--- config.mk ---
export PLATFORM = sky130hd
export DESIGN_NAME = fetch_queue_flat
export DESIGN_NICKNAME = d
export VERILOG_FILES = /design/src/rtl/fetch_queue_if.sv /design/src/rtl/fetch_queue.sv /design/src/flat_wrapper.sv
export SDC_FILE = /design/constraint.sdc
export NUM_CORES = 1
export LEC_CHECK = 0
export ABC_CLOCK_PERIOD_IN_PS = 3500
export BUFFER_PORTS_ARGS = -buffer_cell sky130_fd_sc_hd__buf_4
export CELL_PAD_IN_SITES_DETAIL_PLACEMENT = 0
export CELL_PAD_IN_SITES_GLOBAL_PLACEMENT = 1
export CORE_ASPECT_RATIO = 0.9
export CORE_MARGIN = 3
export CORE_UTILIZATION = 43
export DETAILED_ROUTE_END_ITERATION = 8
export PLACE_DENSITY_LB_ADDON = 0.1
export RECOVER_POWER = 100
export SYNTH_ARGS = -nofsm -noshare
export SYNTH_HDL_FRONTEND = slang
export SYNTH_SLANG_ARGS = --single-unit
export TNS_END_PERCENT = 30
--- constraint.sdc ---
create_clock -name clock -period 3.5 [get_ports clock]
set_clock_uncertainty 0.1 [all_clocks]
set_input_delay 0.35 -clock clock [delete_from_list [all_inputs] [get_ports clock]]
set_output_delay 0.35 -clock clock [all_outputs]
set_load 0.01 [all_outputs]
--- src/rtl/fetch_queue_if.sv ---
// rtl/fetch_queue_if.sv - fetch stage bus: imem request channel, redirect input and decode handshake
// master: fetch_queue side (drives imem_req/imem_addr and the decode head outputs)
// slave : environment side (memory, branch unit, decode)
interface fetch_queue_if #(
    parameter int ADDR_W  = 4,
    parameter int INSTR_W = 16
);
    logic               halt;
    logic               imem_req;
    logic [ADDR_W-1:0]  imem_addr;
    logic               imem_ack;
    logic [INSTR_W-1:0] imem_rdata;
    logic               redirect_valid;
    logic [ADDR_W-1:0]  redirect_pc;
    logic               instr_valid;
    logic [INSTR_W-1:0] instr;
    logic [ADDR_W-1:0]  instr_pc;
    logic               instr_ready;
    logic [3:0]         count;
    logic               full;

    modport master (
        input  halt, imem_ack, imem_rdata, redirect_valid, redirect_pc, instr_ready,
        output imem_req, imem_addr, instr_valid, instr, instr_pc, count, full
    );

    modport slave (
        output halt, imem_ack, imem_rdata, redirect_valid, redirect_pc, instr_ready,
        input  imem_req, imem_addr, instr_valid, instr, instr_pc, count, full
    );
endinterface

--- src/rtl/fetch_queue.sv ---
// rtl/fetch_queue.sv - instruction fetch/prefetch queue with redirect flush
// clock : rising-edge clock
// reset : asynchronous active-low reset
// bus   : fetch_queue_if.master
//         halt                          - blocks new requests, in-flight one completes
//         imem_req/imem_addr/imem_ack/imem_rdata - single-outstanding memory request
//         redirect_valid/redirect_pc    - taken jump/branch, flushes queue
//         instr_valid/instr/instr_pc/instr_ready - head entry handshake to decode
//         count/full                    - FIFO occupancy
module fetch_queue #(
    parameter int DEPTH   = 4,
    parameter int ADDR_W  = 4,
    parameter int INSTR_W = 16
) (
    input  logic          clock,
    input  logic          reset,
    fetch_queue_if.master bus
);
    localparam int PTR_W = (DEPTH > 1) ? $clog2(DEPTH) : 1;
    localparam int ENT_W = ADDR_W + INSTR_W;

    typedef enum logic [1:0] {
        IDLE = 2'd0,
        REQ  = 2'd1,
        DROP = 2'd2
    } state_e;

    state_e             state_q, state_d;
    logic [ADDR_W-1:0]  fetch_pc_q, fetch_pc_d;
    logic [ADDR_W-1:0]  req_addr_q, req_addr_d;
    logic [PTR_W-1:0]   wr_ptr_q, wr_ptr_d;
    logic [PTR_W-1:0]   rd_ptr_q, rd_ptr_d;
    logic [3:0]         count_q, count_d;
    logic [ENT_W-1:0]   mem_q [DEPTH];

    logic               push;
    logic               pop;
    logic [3:0]         count_after;

    // A redirect on the same edge cancels both the push and the pop.
    assign push        = (state_q == REQ) && bus.imem_ack && !bus.redirect_valid;
    assign pop         = (count_q != 4'd0) && bus.instr_ready && !bus.redirect_valid;
    assign count_after = count_q + 4'(push) - 4'(pop);

    // State register
    always_ff @(posedge clock or negedge reset) begin
        if (!reset) begin
            state_q    <= IDLE;
            fetch_pc_q <= '0;
            req_addr_q <= '0;
            wr_ptr_q   <= '0;
            rd_ptr_q   <= '0;
            count_q    <= '0;
        end else begin
            state_q    <= state_d;
            fetch_pc_q <= fetch_pc_d;
            req_addr_q <= req_addr_d;
            wr_ptr_q   <= wr_ptr_d;
            rd_ptr_q   <= rd_ptr_d;
            count_q    <= count_d;
        end
    end

    // Entry storage needs no reset: outputs are gated by count_q.
    always_ff @(posedge clock) begin
        if (push) begin
            mem_q[wr_ptr_q] <= {req_addr_q, bus.imem_rdata};
        end
    end

    // Next-state logic
    always_comb begin
        state_d    = state_q;
        fetch_pc_d = fetch_pc_q;
        req_addr_d = req_addr_q;
        wr_ptr_d   = wr_ptr_q + PTR_W'(push);
        rd_ptr_d   = rd_ptr_q + PTR_W'(pop);
        count_d    = count_after;

        if (bus.redirect_valid) begin
            fetch_pc_d = bus.redirect_pc;
            wr_ptr_d   = '0;
            rd_ptr_d   = '0;
            count_d    = '0;
        end

        case (state_q)
            IDLE: begin
                if (!bus.redirect_valid && !bus.halt && (count_q < 4'(DEPTH))) begin
                    state_d    = REQ;
                    req_addr_d = fetch_pc_q;
                end
            end
            REQ: begin
                if (bus.redirect_valid) begin
                    // Without an ack the memory still owes us a word; absorb it in DROP.
                    state_d = bus.imem_ack ? IDLE : DROP;
                end else if (bus.imem_ack) begin
                    fetch_pc_d = fetch_pc_q + 1'b1;
                    if (!bus.halt && (count_after < 4'(DEPTH))) begin
                        req_addr_d = fetch_pc_q + 1'b1;
                    end else begin
                        state_d = IDLE;
                    end
                end
            end
            DROP: begin
                // Request address stays on the old target until the stale ack arrives.
                if (bus.imem_ack) begin
                    state_d = IDLE;
                end
            end
            default: state_d = IDLE;
        endcase
    end

    // Output logic
    always_comb begin
        bus.imem_req    = (state_q != IDLE);
        bus.imem_addr   = req_addr_q;
        bus.instr_valid = (count_q != 4'd0);
        bus.count       = count_q;
        bus.full        = (count_q == 4'(DEPTH));
        if (count_q != 4'd0) begin
            {bus.instr_pc, bus.instr} = mem_q[rd_ptr_q];
        end else begin
            bus.instr_pc = '0;
            bus.instr    = '0;
        end
    end
endmodule
--- src/flat_wrapper.sv ---
// flat-port wrapper written by rule: the top's interface ports become plain ports
module fetch_queue_flat 
#(
    parameter int DEPTH   = 4,
    parameter int ADDR_W  = 4,
    parameter int INSTR_W = 16
)
  (clock, reset, bus_halt, bus_imem_ack, bus_imem_rdata, bus_redirect_valid, bus_redirect_pc, bus_instr_ready, bus_imem_req, bus_imem_addr, bus_instr_valid, bus_instr, bus_instr_pc, bus_count, bus_full);
  fetch_queue_if #(.ADDR_W(ADDR_W), .INSTR_W(INSTR_W)) bus_i ();
  input  logic clock;
  input  logic reset;
  input wire logic [$bits(bus_i.halt)-1:0] bus_halt;
  input wire logic [$bits(bus_i.imem_ack)-1:0] bus_imem_ack;
  input wire logic [$bits(bus_i.imem_rdata)-1:0] bus_imem_rdata;
  input wire logic [$bits(bus_i.redirect_valid)-1:0] bus_redirect_valid;
  input wire logic [$bits(bus_i.redirect_pc)-1:0] bus_redirect_pc;
  input wire logic [$bits(bus_i.instr_ready)-1:0] bus_instr_ready;
  output wire logic [$bits(bus_i.imem_req)-1:0] bus_imem_req;
  output wire logic [$bits(bus_i.imem_addr)-1:0] bus_imem_addr;
  output wire logic [$bits(bus_i.instr_valid)-1:0] bus_instr_valid;
  output wire logic [$bits(bus_i.instr)-1:0] bus_instr;
  output wire logic [$bits(bus_i.instr_pc)-1:0] bus_instr_pc;
  output wire logic [$bits(bus_i.count)-1:0] bus_count;
  output wire logic [$bits(bus_i.full)-1:0] bus_full;
  assign bus_i.halt = bus_halt;
  assign bus_i.imem_ack = bus_imem_ack;
  assign bus_i.imem_rdata = bus_imem_rdata;
  assign bus_i.redirect_valid = bus_redirect_valid;
  assign bus_i.redirect_pc = bus_redirect_pc;
  assign bus_i.instr_ready = bus_instr_ready;
  assign bus_imem_req = bus_i.imem_req;
  assign bus_imem_addr = bus_i.imem_addr;
  assign bus_instr_valid = bus_i.instr_valid;
  assign bus_instr = bus_i.instr;
  assign bus_instr_pc = bus_i.instr_pc;
  assign bus_count = bus_i.count;
  assign bus_full = bus_i.full;
  fetch_queue #(.DEPTH(DEPTH), .ADDR_W(ADDR_W), .INSTR_W(INSTR_W)) u_core (.clock(clock), .reset(reset), .bus(bus_i));
endmodule
==> flow_summary.ini <==
[run_status]
run_status = complete, no violations

[global_route]
global_route_wire_length_before_repair_um = 12000
grt_antenna_before_repair = 0
grt_pass1_vias = 2261
gr-total-overflow = 0
track_usage_pct = 14.7
pin_count_of_the_biggest_net_entering_global_routing = 24

[power_and_ir_drop]
pwr_density_cell_nw_per_um2 = 621
cellLeakagePower_uw = 0.00159
vdd_drop_max_mv = 0.268

[timing]
timing.max_slew.rel_slack_pct = 11.9
setup-tns-final_ns = 0
tightestPinTransition_ns = 1.32
finalHoldViolations = 0
rsz_0062_raised_after_global_routing = no
timing.final.max_slew_violations = 0
min_period_over_period_pct = 91.7
final_critical_delay_including_setup_and_external_delays_ns = 3.21
finalSetupViolations = 0
fmax_ghz = 0.312

[routing]
drt-initial-drc-count = 56
detailroute.via_count = 2241
drcViolationCount = 0
detailedRoute.firstPassIterationCount = 4
final_wl_um = 7430
drtAntennaViolNets = 0
viasPerCell = 5.07
routed_wire_length_per_instance_um = 16.8

[setup_path]
critical_path_arrival_ns = 3.34
cp.required_ns = 3.64
critical_path.startpoint_type = flop
worstPathMaxFanout = 9
end_kind = flop
worst-setup-path-type = flop to flop

[finish]
post_route_cell_area_um2 = 4760
drive_gt1_share_pct = 17.8
post-route-util_pct = 51.2
area_delta_synth_final_pct = 14.1
fin_nets = 351
n_antenna_cell = 0

[clock_tree]
path_clk_slew_ns = 0.09
clock_sink_count = 98
tritoncts_clock_tree = yes
clk_root_buffer_cell = sky130_fd_sc_hd__clkbuf_8
cts.htree.levels = 3
clockBufferDepth = 2
clkLatencyLatePin_ns = 0.35
tritoncts.num_buffers = 9

[logic_synthesis]
synth.avg_cell_area_um2 = 16.9
synthCells = 246
yosys.cell_types.count = 42
ys_seq_area_share_pct = 68.4
syn_area_um2 = 4170
ys_async_sr_fraction_pct = 18.4
yosys-top-cells-area = sky130_fd_sc_hd__edfxtp_1 58%, sky130_fd_sc_hd__dfrtp_1 11%, sky130_fd_sc_hd__mux4_2 11%
yosysWarnings = 0
synth_area_leader = sky130_fd_sc_hd__edfxtp_1
synth.ff_latch_count = 98
synth.top_cell.area_share_pct = 57.6
synthesis.nets = 282
synth_edf_count = 80
dominantRegCellSynth = sky130_fd_sc_hd__edfxtp_1

[place]
placed_area_um2 = 4800
hpwlAfterDp_um = 4800
gp_congestion = 0.768
port-buffer-count = 56

[floorplan]
row_count = 33
initial_utilization_pct = 44.9
core_um2 = 9290
chipWidth_um = 110
dieArea_um2 = 10900
total_i_o_pin_count = 57
die-height_um = 99.4

[job]
cap_violations = 0

[worst_hold_path]
holdCritPathClass = input pin to flop
==> report_power, final <==
part           internal [uW]  total, uW  switching, uW  leakage (uW)
sequential              1350       1430           77.8      0.000953
clock                    266        649            383     0.0000771
combinational            366        876            510      0.000565
==> through the flow <==
stage / power [uW] / setup slack [ns] / hold slack [ns] / std cells
floorplan: 2060 / 0.0439 / -0.0456 / 246
global placement: 2490 / 0.358 / 0.142 / 425
detailed placement: 2510 / 0.234 / 0.139 / 425
CTS: 3160 / 0.170 / 0.0754 / 442
global route: 3160 / 0.0662 / 0.0738 / 442
finish: 2950 / 0.292 / 0.0881 / 442
==> sequential cells by signal, indices dropped and copies added, names as in the netlist <==
name	count
u_core.fetch_pc_q	4
u_core.state_q	2
u_core.bus.imem_addr	4
u_core.mem_q	80
u_core.wr_ptr_q	2
u_core.rd_ptr_q	2
u_core.bus.count	4
==> placed cells by master (no fill, tap or decap), types with 2 or more instances in the layout <==
| master | instances |
|---|---|
| sky130_fd_sc_hd__o21ai_0 | 8 |
| sky130_fd_sc_hd__inv_1 | 10 |
| sky130_fd_sc_hd__a311o_1 | 2 |
| sky130_fd_sc_hd__o221ai_1 | 2 |
| sky130_fd_sc_hd__nor3_1 | 2 |
| sky130_fd_sc_hd__nor2b_1 | 26 |
| sky130_fd_sc_hd__clkinvlp_4 | 4 |
| sky130_fd_sc_hd__clkbuf_8 | 9 |
| sky130_fd_sc_hd__and3_1 | 3 |
| sky130_fd_sc_hd__dfrtp_1 | 18 |
| sky130_fd_sc_hd__xor2_1 | 4 |
| sky130_fd_sc_hd__clkbuf_2 | 2 |
| sky130_fd_sc_hd__mux4_2 | 20 |
| sky130_fd_sc_hd__nor2_1 | 10 |
| sky130_fd_sc_hd__nand2_1 | 10 |
| sky130_fd_sc_hd__nand3_1 | 6 |
| sky130_fd_sc_hd__clkbuf_1 | 54 |
| sky130_fd_sc_hd__xnor2_1 | 4 |
| sky130_fd_sc_hd__ha_1 | 9 |
| sky130_fd_sc_hd__buf_4 | 11 |
| sky130_fd_sc_hd__edfxtp_1 | 80 |
| sky130_fd_sc_hd__a21oi_1 | 2 |
==> worst paths after layout <==
path,start,end,slack [ns],depth (start not counted)
min in group asynchronous,reset,u_core.fetch_pc_q[0]$_DFF_PN0_,0.59,2
max,u_core.bus.count[2]$_DFF_PN0_,u_core.bus.imem_addr[3]$_DFFE_PN0P_,0.29,13
min,bus_imem_ack,u_core.state_q[1]$_DFFE_PN0P_,0.09,2
min reg2reg,u_core.bus.imem_addr[1]$_DFFE_PN0P_,u_core.mem_q[2][17]$_DFFE_PP_,0.49,0
max in group asynchronous,reset,u_core.rd_ptr_q[1]$_DFF_PN0_,2.10,2
max reg2reg,u_core.bus.count[2]$_DFF_PN0_,u_core.bus.imem_addr[3]$_DFFE_PN0P_,0.29,13
==> per-layer routing <==
metal / GRT usage (%) / routed length (um) / vias to the layer above
li1: - / - / 1074
met5: 0 / 0 / -
met1: 19.8 / 3390 / 1116
met4: 5.75 / 104 / 0
met3: 2.66 / 290 / 11
met2: 23.7 / 3650 / 40
==> area by class of cell <==
class / instances / area [um2]
repair buffers: 67 / 302
clock inverters: 6 / 50.0
well taps: 122 / 153
flip-flops and latches: 98 / 2850
fillers: 834 / 4530
clock buffers: 10 / 128
inverters: 10 / 37.5
multi-input cells: 129 / 1230
==> critical path, stage by stage (launching register included) <==
cell                        delay, ns
sky130_fd_sc_hd__dfrtp_1         0.38
sky130_fd_sc_hd__inv_1           0.07
sky130_fd_sc_hd__ha_1            0.21
sky130_fd_sc_hd__and3_1          0.21
sky130_fd_sc_hd__nor3b_2         0.20
sky130_fd_sc_hd__ha_1            0.15
sky130_fd_sc_hd__inv_1           0.04
sky130_fd_sc_hd__ha_1            0.21
sky130_fd_sc_hd__fa_1            0.42
sky130_fd_sc_hd__xor2_1          0.26
sky130_fd_sc_hd__a2111oi_4       0.07
sky130_fd_sc_hd__nor2_2          0.32
sky130_fd_sc_hd__o221ai_1        0.18
sky130_fd_sc_hd__a311o_1         0.28
==> logic make-up after synthesis <==
| group | after synthesis | share of synthesized area, % |
|---|---|---|
| AO/OA/AOI/OAI | 21 | 4.20 |
| XOR/XNOR | 8 | 1.68 |
| adder cells (fa/ha/maj) | 10 | 3.18 |
| buffers and inverters | 19 | 1.95 |
| flip-flops | 98 | 68.4 |
| multiplexers | 21 | 11.0 |
| AND/OR/NAND/NOR | 69 | 9.49 |
==> cell usage after synthesis (2+ instances only) <==
| library cell | count |
|---|---|
| sky130_fd_sc_hd__inv_1 | 10 |
| sky130_fd_sc_hd__nor2_1 | 10 |
| sky130_fd_sc_hd__clkbuf_1 | 4 |
| sky130_fd_sc_hd__and3_1 | 3 |
| sky130_fd_sc_hd__a311o_1 | 2 |
| sky130_fd_sc_hd__ha_1 | 9 |
| sky130_fd_sc_hd__a21oi_1 | 2 |
| sky130_fd_sc_hd__buf_1 | 2 |
| sky130_fd_sc_hd__nor3_1 | 2 |
| sky130_fd_sc_hd__nor2b_1 | 26 |
| sky130_fd_sc_hd__nand2_1 | 10 |
| sky130_fd_sc_hd__nand3_1 | 6 |
| sky130_fd_sc_hd__o21ai_0 | 8 |
| sky130_fd_sc_hd__xnor2_1 | 4 |
| sky130_fd_sc_hd__dfrtp_1 | 18 |
| sky130_fd_sc_hd__xor2_1 | 4 |
| sky130_fd_sc_hd__mux4_2 | 20 |
| sky130_fd_sc_hd__buf_2 | 2 |
| sky130_fd_sc_hd__edfxtp_1 | 80 |
| sky130_fd_sc_hd__o221ai_1 | 2 |
==> repair_timing <==
| action | 4_1_cts | 5_1_grt |
|---|---|---|
| buffers inserted | 0 | 0 |
| endpoints found under the hold margin | 18 | 0 |
| setup endpoints to repair | 0 | 1 |
| resized for setup | 0 | 1 |
| hold buffers | 1 | 0 |
No activity file was read; power rests on OpenSTA's default activity.
